$ cat config.mk
export PLATFORM = sky130hd
export DESIGN_NAME = wbuart_tx
export DESIGN_NICKNAME = d
export VERILOG_FILES = /design/src/rtl/wbuart_tx.sv
export SDC_FILE = /design/constraint.sdc
export NUM_CORES = 1
export LEC_CHECK = 0
export ABC_AREA = 0
export CORE_ASPECT_RATIO = 1.4
export CORE_MARGIN = 2
export CORE_UTILIZATION = 43
export DETAILED_ROUTE_END_ITERATION = 12
export GPL_ROUTABILITY_DRIVEN = 0
export PLACE_DENSITY = 0.66
export SLEW_MARGIN = 15
export SYNTH_ARGS = -nofsm -noshare
export SYNTH_HDL_FRONTEND = slang
export SYNTH_SLANG_ARGS = --single-unit
export TNS_END_PERCENT = 20
$ cat constraint.sdc
create_clock -name wb_clk_i -period 7.35 [get_ports wb_clk_i]
set_input_delay 0.735 -clock wb_clk_i [delete_from_list [all_inputs] [get_ports wb_clk_i]]
set_output_delay 0.735 -clock wb_clk_i [all_outputs]
set_load 0.01 [all_outputs]
$ cat src/rtl/wbuart_tx.sv
// Wishbone-attached transmit-only UART with a small TX FIFO.
// Register map: DATA, STATUS, DIVISOR, CTRL on word address [1:0].
module wbuart_tx #(
  parameter int          AW         = 30,
  parameter int          DW         = 32,
  parameter int          FIFO_DEPTH = 8,
  parameter logic [15:0] DIV_RESET  = 16'd103
) (
  input  logic            wb_clk_i,
  input  logic            wb_reset_i,
  input  logic [AW-1:0]   wb_adr_i,
  input  logic [DW-1:0]   wb_dat_i,
  output logic [DW-1:0]   wb_dat_o,
  input  logic            wb_we_i,
  input  logic [DW/8-1:0] wb_sel_i,
  output logic            wb_ack_o,
  input  logic            wb_cyc_i,
  input  logic            wb_stb_i,
  output logic            tx_o,
  output logic            irq_o
);

  localparam int PW = $clog2(FIFO_DEPTH);
  localparam int LW = PW + 1;

  typedef enum logic [1:0] {
    S_IDLE,
    S_START,
    S_DATA,
    S_STOP
  } state_t;

  state_t        state, state_n;
  logic [15:0]   cnt, cnt_n;
  logic [2:0]    bit_idx, bit_idx_n;
  logic [7:0]    shreg, shreg_n;
  logic          tx_n;
  logic          pop;

  logic [7:0]    mem [FIFO_DEPTH];
  logic [PW-1:0] wr_ptr, rd_ptr;
  logic [LW-1:0] level;
  logic          full, empty, busy;

  logic [15:0]   divisor;
  logic          irq_en;
  logic          ovf;

  logic          req, wr;
  logic [1:0]    adr;
  logic          push_req, push_ok, ovf_set;
  logic [DW-1:0] rd_val;
  logic [31:0]   lvl_w;
  logic [3:0]    lvl_field;
  logic          unused_bits;

  assign unused_bits = ^{wb_adr_i[AW-1:2],
                         wb_dat_i[DW-1:16],
                         wb_sel_i[DW/8-1:2]};

  // Side effects happen only on the edge that raises ack.
  assign req = wb_cyc_i & wb_stb_i & ~wb_ack_o;
  assign wr  = req & wb_we_i;
  assign adr = wb_adr_i[1:0];

  assign full  = (level == LW'(FIFO_DEPTH));
  assign empty = (level == '0);
  assign busy  = (state != S_IDLE);

  assign push_req = wr & (adr == 2'd0) & wb_sel_i[0];
  assign push_ok  = push_req & (~full | pop);
  assign ovf_set  = push_req & full & ~pop;

  assign lvl_w     = 32'(level);
  assign lvl_field = (lvl_w > 32'd15) ? 4'hf : lvl_w[3:0];

  always_ff @(posedge wb_clk_i) begin
    if (push_ok) mem[wr_ptr] <= wb_dat_i[7:0];
  end

  always_ff @(posedge wb_clk_i) begin
    if (wb_reset_i) begin
      wr_ptr <= '0;
      rd_ptr <= '0;
      level  <= '0;
    end else begin
      if (push_ok) wr_ptr <= wr_ptr + PW'(1);
      if (pop)     rd_ptr <= rd_ptr + PW'(1);
      unique case ({push_ok, pop})
        2'b10:   level <= level + LW'(1);
        2'b01:   level <= level - LW'(1);
        default: level <= level;
      endcase
    end
  end

  always_ff @(posedge wb_clk_i) begin
    if (wb_reset_i) begin
      state   <= S_IDLE;
      cnt     <= '0;
      bit_idx <= '0;
      shreg   <= '0;
      tx_o    <= 1'b1;
    end else begin
      state   <= state_n;
      cnt     <= cnt_n;
      bit_idx <= bit_idx_n;
      shreg   <= shreg_n;
      tx_o    <= tx_n;
    end
  end

  // Each state holds for DIVISOR+1 clocks; cnt reloads at every bit start.
  always_comb begin
    state_n   = state;
    cnt_n     = cnt;
    bit_idx_n = bit_idx;
    shreg_n   = shreg;
    tx_n      = tx_o;
    pop       = 1'b0;
    unique case (state)
      S_IDLE: begin
        tx_n = 1'b1;
        if (!empty) begin
          state_n = S_START;
          pop     = 1'b1;
          shreg_n = mem[rd_ptr];
          cnt_n   = divisor;
          tx_n    = 1'b0;
        end
      end
      S_START: begin
        if (cnt == 16'd0) begin
          state_n   = S_DATA;
          cnt_n     = divisor;
          bit_idx_n = 3'd0;
          tx_n      = shreg[0];
        end else begin
          cnt_n = cnt - 16'd1;
        end
      end
      S_DATA: begin
        if (cnt == 16'd0) begin
          cnt_n = divisor;
          if (bit_idx == 3'd7) begin
            state_n = S_STOP;
            tx_n    = 1'b1;
          end else begin
            bit_idx_n = bit_idx + 3'd1;
            shreg_n   = {1'b0, shreg[7:1]};
            tx_n      = shreg[1];
          end
        end else begin
          cnt_n = cnt - 16'd1;
        end
      end
      S_STOP: begin
        if (cnt == 16'd0) begin
          if (!empty) begin
            state_n = S_START;
            pop     = 1'b1;
            shreg_n = mem[rd_ptr];
            cnt_n   = divisor;
            tx_n    = 1'b0;
          end else begin
            state_n = S_IDLE;
            tx_n    = 1'b1;
          end
        end else begin
          cnt_n = cnt - 16'd1;
        end
      end
      default: state_n = S_IDLE;
    endcase
  end

  always_comb begin
    rd_val = '0;
    unique case (adr)
      2'd1: begin
        rd_val[0]    = full;
        rd_val[1]    = empty;
        rd_val[2]    = busy;
        rd_val[3]    = ovf;
        rd_val[11:8] = lvl_field;
      end
      2'd2:    rd_val[15:0] = divisor;
      2'd3:    rd_val[0]    = irq_en;
      default: rd_val = '0;
    endcase
  end

  always_ff @(posedge wb_clk_i) begin
    if (wb_reset_i) begin
      divisor  <= DIV_RESET;
      irq_en   <= 1'b0;
      ovf      <= 1'b0;
      wb_ack_o <= 1'b0;
      wb_dat_o <= '0;
      irq_o    <= 1'b0;
    end else begin
      wb_ack_o <= req;
      irq_o    <= irq_en & empty & ~busy;
      if (req) wb_dat_o <= wb_we_i ? '0 : rd_val;
      if (ovf_set) ovf <= 1'b1;
      if (wr && adr == 2'd1 && wb_sel_i[0] && wb_dat_i[3])
        ovf <= 1'b0;
      if (wr && adr == 2'd2) begin
        if (wb_sel_i[0]) divisor[7:0]  <= wb_dat_i[7:0];
        if (wb_sel_i[1]) divisor[15:8] <= wb_dat_i[15:8];
      end
      if (wr && adr == 2'd3 && wb_sel_i[0])
        irq_en <= wb_dat_i[0];
    end
  end

endmodule
# == Word level (Yosys, flattened, before mapping) ==
# Memory sizes are Yosys's and may differ from the RTL's. A register that Yosys moved wholly into a read port is not among the register bits.
# Index checks and enable logic that the tools add are counted.
# totals
regBits,92
ram_bits,64
input_bits,71
wordCells,117
n_memories,1
# classes
add_sub_neg,6
order_cmp,1
n_eq_ne,16
n_mux,41
n_bitwise,15
reduce_logical,22
# memory_table
name,words,word_bits,rd,rd_ports_with_merged_regs,write_ports,line_no,rtl
mem,8,8,1,1,1,40,logic [7:0] mem [FIFO_DEPTH];
# op_table
op,n
$mux W16,4
$pmux W16 S3,1
$mux W8,4
$pmux W8 S3,1
$logic_not A16 Y1,1
$pmux W4 S2,2
$sub A16 B1 Y16 const B,1
$mux W3,5
$mux W4,3
$ne A2 B2 Y1 const B,6
$pmux W3 S2,2
$and A1 B1 Y1,10
$eq A2 B2 Y1 const B,5
$mux W1,10
$mux W2,5
$add A3 B1 Y3 const B,3
$pmux W2 S4,1
$reduce_and A4 Y1,2
$eq A2 B1 Y1 const B,3
$logic_and A1 B1 Y1,6
$reduce_bool A2 Y1,3
$reduce_and A5 Y1,1
$add A4 B1 Y4 const B,1
$eq A4 B4 Y1 const B,1
14 further kinds,20

# == Depth between registers and ports, before layout ==
# Gate-level depths: netlist (run 1).
# logic_depth
word_depth,8
mapped_depth,14
depth_no_buf,14

# == Worst setup path before layout (run 1) ==
# OpenSTA, ideal clock, no wires.
# synth_path
path_type,flip-flop to flip-flop
startpoint,reg cnt[6]
endpoint,mem mem[2][0] (enable)
arrival_ps,2871
t_required_ps,6952
path_slack_ps,4081
path_stages_with_launch,8
path_buffers,1
cell_sequence,dfxtp_1 > or4_1 > buf_2 > nor4_2 > a31oi_1 > nor3_2 > o21ai_1 > nor4b_1
# synth_via
elab_chain_len,7
# synth_lines
item,line_no,rtl
start: declaration,34,"logic [15:0] cnt, cnt_n;"
start signal: assignment,106,cnt <= cnt_n;
$logic_not A16 Y1,158,if (cnt == 16'd0) begin
$mux W1,158,
$pmux W1 S2,121,unique case (state)
$or A1 B1 Y1,71,assign push_ok = push_req & (~full | pop);
$and A1 B1 Y1,71,
$mux W1,78,if (push_ok) mem[wr_ptr] <= wb_dat_i[7:0];
$mux W1 (implied by the code),78,
end: declaration,40,
# Every way passes these cells.

# == Worst setup path after layout (run 1) ==
# layout_path
startpoint,reg state[1]
endpoint,mem mem[7][7] (enable)
# layout_via
elab_chain_len,6
word_cells_on_any_way,7
cone_classes,eq/ne (1); mux (3); bitwise (2); reduce/logical (1)
# layout_lines
item,line_no,rtl
start: declaration,33,"state_t state, state_n;"
start signal: assignment,105,state <= state_n;
$eq A2 B2 Y1 / $logic_not A2 Y1 (equally long branches),121,
$pmux W1 S2 *,121,
$or A1 B1 Y1 *,71,
$and A1 B1 Y1 *,71,
$mux W1 *,78,
$mux W1 (implied by the code) *,78,
# Mark *: on every way between the ends. The rest lies on a longest branch, timed or not.

==> results of run 1 <==
[cells in the final DEF (no fill, tap or decap), types with 7 or more instances in the layout]
master           Yosys  final
buf_4               16      9
xnor2_1              9      9
mux2i_1             18     18
mux4_2              16     16
ha_1                17     17
a221oi_1             7      7
mux2_2              10     10
clkdlybuf4s50_1      0     42
nand2_1             71     71
nor2_1              48     48
dfxtp_1             79     78
edfxtp_1            64     64
o21ai_0             35     35
a21oi_1             40     40
a31o_2              14     14
clkbuf_16            0     17
nor3_1              27     26
a31oi_1              9      9
conb_1               1     16
nand3_1             33     33
inv_1               14     14
a22oi_1              8      8
[cells by family (layout without fill, tap and decap cells)]
kind of cell | count (synthesis) | in the layout
and+or+nand+nor | 226 | 226
other | 1 | 16
xor gates and xnor gates | 13 | 13
AOI/OAI and AO/OA | 144 | 144
adders and majority gates | 17 | 17
DFF | 143 | 143
buffers and inverters | 74 | 99
muxes | 44 | 44
[layout make-up]
| class | count | area, sq um |
|---|---|---|
| Clock buffer | 18 | 429 |
| Clock inverter | 14 | 160 |
| Inverter | 15 | 56.3 |
| Multi-Input combinational cell | 460 | 3080 |
| Timing Repair Buffer | 52 | 493 |
| Fill cell | 1322 | 7630 |
| Sequential cell | 143 | 3500 |
| Tap cell | 196 | 245 |
[state kept, by name, indices dropped and copies added, names as in the netlist, 4 cells and up, named ones only]
name	flops
cnt	16
divisor	16
mem	64
shreg	8
level	4
wb_dat_o	16
[power groups by stage]
stage                     Sequential [mW]  Clock [mW]  Combinational, mW
after floorplan                     0.950           0              0.847
after global placement              0.979           0               1.03
after detailed placement            0.984           0               1.05
after CTS                           0.967       0.863               1.05
after global routing                0.979       0.893               1.19
final                               0.968       0.848               1.07
[critical path: stages (launching register included)]
cell and delay [ns]:
dfxtp_1 0.40, inv_1 0.11, ha_1 0.63, nor2_1 0.55
nand4_1 0.26, a21oi_1 0.57, nand2_1 0.23, nor2_1 0.64
[how the worst min path moves through the flow]
stage                     slack (ns)  cells past startpoint            to         start
after floorplan                 0.44                      2        irq_en        irq_en
after global placement          0.44                      2  wb_dat_o[13]  wb_dat_o[13]
after detailed placement        0.45                      2  wb_dat_o[13]  wb_dat_o[13]
after CTS                       0.46                      2  wb_dat_o[13]  wb_dat_o[13]
after global routing            0.48                      2  wb_dat_o[13]  wb_dat_o[13]
final                           0.46                      2   wb_dat_o[7]   wb_dat_o[7]
[stage by stage]
step,hold WS (ns),util
final,0.460,0.511
after global routing,0.483,0.511
after CTS,0.460,0.510
after detailed placement,0.452,0.473
after global placement,0.438,0.473
after floorplan,0.445,-
[per-layer routing]
layer,part of all wire,up-vias,wire [microns],track usage
met5,0,-,0,0
met4,0.034,0,550,0.0917
met3,0.052,38,847,0.0357
met2,0.52,182,8350,0.338
met1,0.40,2548,6410,0.231
li1,-,2475,-,-
==> impl_metrics.csv, run 1 <==
group,metric,value,unit
flow_run,cap_viol_max_count,0,
routing,ant_nets,0,
pwr,max-vdd-ir-drop,0.255,mV
hold_path,hold_class,"register to register",
timing,min_period,3.76,ns
synth,syn_inst,662,
cells_and_area,drive_above_1_share,0.138,
clock_network,cts.sinks,143,
clock_network,clockRootBuffer,"clkbuf_16",
worst_setup_path,reg2reg_to,"mem[7][7]",
cells_and_area,areaGrowthSynthToFinish,16.2,%
die,core-area,15600,sq um
worst_setup_path,arrival,3.80,ns
cells_and_area,nNetsFinal,777,
pwr,swShare,0.378,
worst_setup_path,critPathKind,"register to register",
routing,drtIter0Drc,445,
clock_network,cts_max_path_buffers,2,
synth,synth_top_area_cell,"edfxtp_1",
routing,drc_errors,0,
synth,ys_top_cells_by_area,"edfxtp_1 28%, dfxtp_1 23%, mux4_2 5.3%, nand2_1 3.9%, ha_1 3.1%",
synth,synth-edff-count,64,
timing,hold_viol,0,
timing,worst_slack,3.59,ns
grt,grt_max_degree,63,
run_status,status,"finished, final reports clean",
timing,max_freq,266,MHz
die,fp.dieW,111,microns
die,dieArea,17000,sq um
pwr,p_seq_frac,0.335,
placement,dp_slack,3.02,ns
worst_setup_path,cp-start-kind,"register",
synth,synth.cell_area,6860,sq um
placement,portBuffers,43,
synth,yosys.area_share.simple,0.161,
synth,ys_warn_count,0,
worst_setup_path,crit_path_max_fanout,23,
cells_and_area,final_area,7970,sq um
clock_network,h-tree-depth,4,
pwr,leakage,2.84,nW
timing,setup-violations-final,0,
synth,synth_seq_cells,143,
grt,grt_usage,0.194,
synth,muxShareOfSynthArea,0.0952,
placement,placed_area,7380,sq um
synth,yosysMostFrequentCell,"dfxtp_1",
clock_network,clk_pin_slew,0.06,ns
synth,synthXorXnorAreaFrac,0.0166,
clock_network,cts_resized,0,
die,rows,54,
pwr,switching_power,1.09,mW
worst_setup_path,ff2ff_path_depth,7,
worst_setup_path,crit_required,7.40,ns
routing,viasPerCell,5.84,
pwr,clockPowerShare,0.294,
placement,dp_cells,866,
synth,syn_avg_cell_area,10.4,sq um
grt,grt-ovfl-total,0,
worst_setup_path,startpoint,"state[1]",
routing,num_vias,5243,
synth,synth_top_family_by_area,"simple AND/OR/NAND/NOR gates",
routing,routedWlPerCell,18.0,microns
die,initial_core_util,0.440,
timing,post-route-period-util,0.511,
clock_network,clk_latency,0.42,ns
placement,hpwlAfterDp,11100,microns
routing,wirelength,16200,microns
clock_network,cts_tree,"done",
grt,grt_pass1_wl,26400,microns
synth,ys.flop_type,"dfxtp_1",
worst_setup_path,worstSetupEndpoint,"mem[7][7]",
clock_network,postCtsSetupRepairBufs,0,
worst_setup_path,end_kind,"register",
timing,maxSlewHeadroom,0.371,
synth,yosysUniqueCellTypes,69,
synth,synth-async-reset-ratio,0,
die,io-pin-count,106,
synth,ys_top_cells_by_count,"79 x dfxtp_1, 71 x nand2_1, 64 x edfxtp_1, 48 x nor2_1, 40 x a21oi_1",
worst_setup_path,ff2ff_setup_slack,3.59,ns
synth,synth_compound_area_frac,0.136,
pwr,p_int,1.80,mW
cells_and_area,final-instance-count-excl-fill,898,
grt,grt_pass1_vias,5126,
timing,slew_viol_final,0,
grt,antenna_found_initial,0,
pwr,p_per_area,362,nW/um^2
die,die_h,153,microns
clock_network,cts_buffers,17,
synth,synth_top_area_frac,0.280,
worst_setup_path,r2r-start,"state[1]",
timing,rsz0062_at_grt,"no",
pwr,power.total,2.89,mW
synth,synth_adder_area_share,0.0310,
pwr,comb_power_share,0.372,
synth,yosysSeqAreaShare,0.510,
cells_and_area,antennaDiodeCount,0,
timing,tns,0,ns
timing,skew,0.00417,ns
clock_network,postCtsHoldBufs,0,
timing,worstMarginPinSlew,0.941,ns
routing,dr.pass1.iters,5,
(Power assumes the default switching activity.)
==> run 2, diff against run 1 <==
PLACE_DENSITY = 0.69   (was 0.66)
clock period = 3.4 ns   (was 7.35 ns; I/O delays follow)
==> run 2 against run 1 <==
  * Clock skew grew 0.0019 ns
  * Critical path depth is 5 higher
  * Total power is 130% higher
  * First-iteration DRC count is 22% lower
  * Largest power group unchanged
==> impl_metrics.csv, run 2 (same netlist as run 1, synthesis figures left out) <==
group,metric,value,unit
routing,routedWlPerCell,18.2,microns
routing,drc_errors,0,
clock_network,cts_tree,"done",
placement,placed_area,7520,sq um
timing,hold_viol,0,
worst_setup_path,crit_required,3.71,ns
placement,portBuffers,43,
pwr,switching_power,2.42,mW
cells_and_area,top_register,"mem",
cells_and_area,fillers,1329,
cells_and_area,largest_reg_flops,64,
worst_setup_path,end_kind,"register",
routing,wirelength,16700,microns
timing,tns,0,ns
cells_and_area,utilization,0.522,
timing,min_period,3.07,ns
cells_and_area,drive_above_1_share,0.157,
pwr,comb_power_share,0.379,
die,core-area,15600,sq um
placement,dp_cells,885,
cells_and_area,nNetsFinal,796,
grt,grt_max_degree,47,
timing,slew_viol_final,0,
clock_network,postCtsSetupRepairBufs,0,
worst_setup_path,crit_path_max_fanout,7,
clock_network,clk_pin_slew,0.06,ns
flow_run,cap_viol_max_count,0,
worst_setup_path,arrival,3.38,ns
routing,ant_nets,0,
cells_and_area,multi_input_comb_area,3080,sq um
timing,timing.hold.ws,0.325,ns
grt,grt-ovfl-total,0,
timing,max_freq,326,MHz
routing,dr.pass1.iters,5,
routing,drtIter0Drc,346,
routing,num_vias,5312,
clock_network,cts_buffers,17,
grt,grt_pass1_wl,27100,microns
timing,worst_slack,0.330,ns
hold_path,hold_class,"input pin to register",
timing,post-route-period-util,0.903,
cells_and_area,final-instance-count-excl-fill,917,
clock_network,clockRootBuffer,"clkbuf_16",
cells_and_area,final_common_cell,"dfxtp_1",
cells_and_area,final_cell_mix,"79 x dfxtp_1, 71 x nand2_1, 64 x edfxtp_1, 48 x nor2_1, 42 x clkdlybuf4s50_1",
routing,viasPerCell,5.79,
die,fp.dieW,111,microns
clock_network,postCtsHoldBufs,0,
die,initial_core_util,0.440,
cells_and_area,seqCellArea,3500,sq um
timing,rsz0062_at_grt,"no",
run_status,status,"finished, final reports clean",
clock_network,clk_latency,0.43,ns
grt,grt_pass1_vias,5337,
pwr,power.total,6.54,mW
placement,hpwlAfterDp,11600,microns
timing,worstMarginPinSlew,0.709,ns
worst_setup_path,critPathKind,"register to register",
clock_network,h-tree-depth,4,
pwr,p_int,4.13,mW
cells_and_area,areaGrowthSynthToFinish,18.8,%
grt,antenna_found_initial,0,
clock_network,cts_max_path_buffers,2,
cells_and_area,antennaDiodeCount,0,
pwr,clockPowerShare,0.305,
pwr,swShare,0.369,
worst_setup_path,cp-start-kind,"register",
pwr,p_per_area,803,nW/um^2
timing,setup-violations-final,0,
cells_and_area,final_area,8150,sq um
pwr,max-vdd-ir-drop,0.554,mV
timing,maxSlewHeadroom,0.526,
grt,grt_usage,0.201,
die,rows,54,
placement,dp_slack,0.342,ns
pwr,p_seq_frac,0.316,
die,dieArea,17000,sq um
pwr,leakage,2.95,nW
clock_network,cts_resized,0,
timing,skew,0.00611,ns
die,io-pin-count,106,
die,die_h,153,microns
clock_network,cts.sinks,143,
## run 2: layout make-up
type                    instances  area share
well taps                     196      0.0301
inverters                      15     0.00691
multi-input cells             460       0.378
flip-flops and latches        143       0.430
clock inverters                15      0.0253
clock buffers                  17      0.0522
repair buffers                 71      0.0780
## run 2: final timing paths
kind                     from           to  slack (ns)  cells past startpoint
setup / recovery       cnt[6]     level[2]        0.33                     12
hold / removal     wb_reset_i     wb_ack_o        0.32                      2
setup reg to reg       cnt[6]     level[2]        0.33                     12
hold reg to reg   wb_dat_o[7]  wb_dat_o[7]        0.46                      2
## run 2: power by group through the flow
stage	Clock (mW)	Combinational [mW]	Sequential [mW]
6_report	2.00	2.48	2.07
5_1_grt	2.09	2.72	2.08
4_1_cts	2.02	2.45	2.06
3_5_place_dp	0	2.43	2.10
3_3_place_gp	0	2.38	2.09
2_1_floorplan	0	1.83	2.05
## run 2: metal layers
metal  global-route usage  part of all wire  vias up
li1                     -                 -     2510
met1                0.231              0.39     2598
met2                0.354              0.53      169
met3               0.0404             0.047       35
met4               0.0982             0.030        0
met5                    0                 0        -
## run 2: worst max-delay path: stages (launching register included)
cell	delay [ns]
dfxtp_1	0.36
or4_1	0.69
nor4_2	0.26
a31oi_1	0.27
nor3_2	0.27
nand2_1	0.09
xnor2_1	0.14
ha_1	0.18
nor2_1	0.04
nand2_1	0.07
nor3_1	0.04
a31oi_1	0.19
mux2_2	0.35
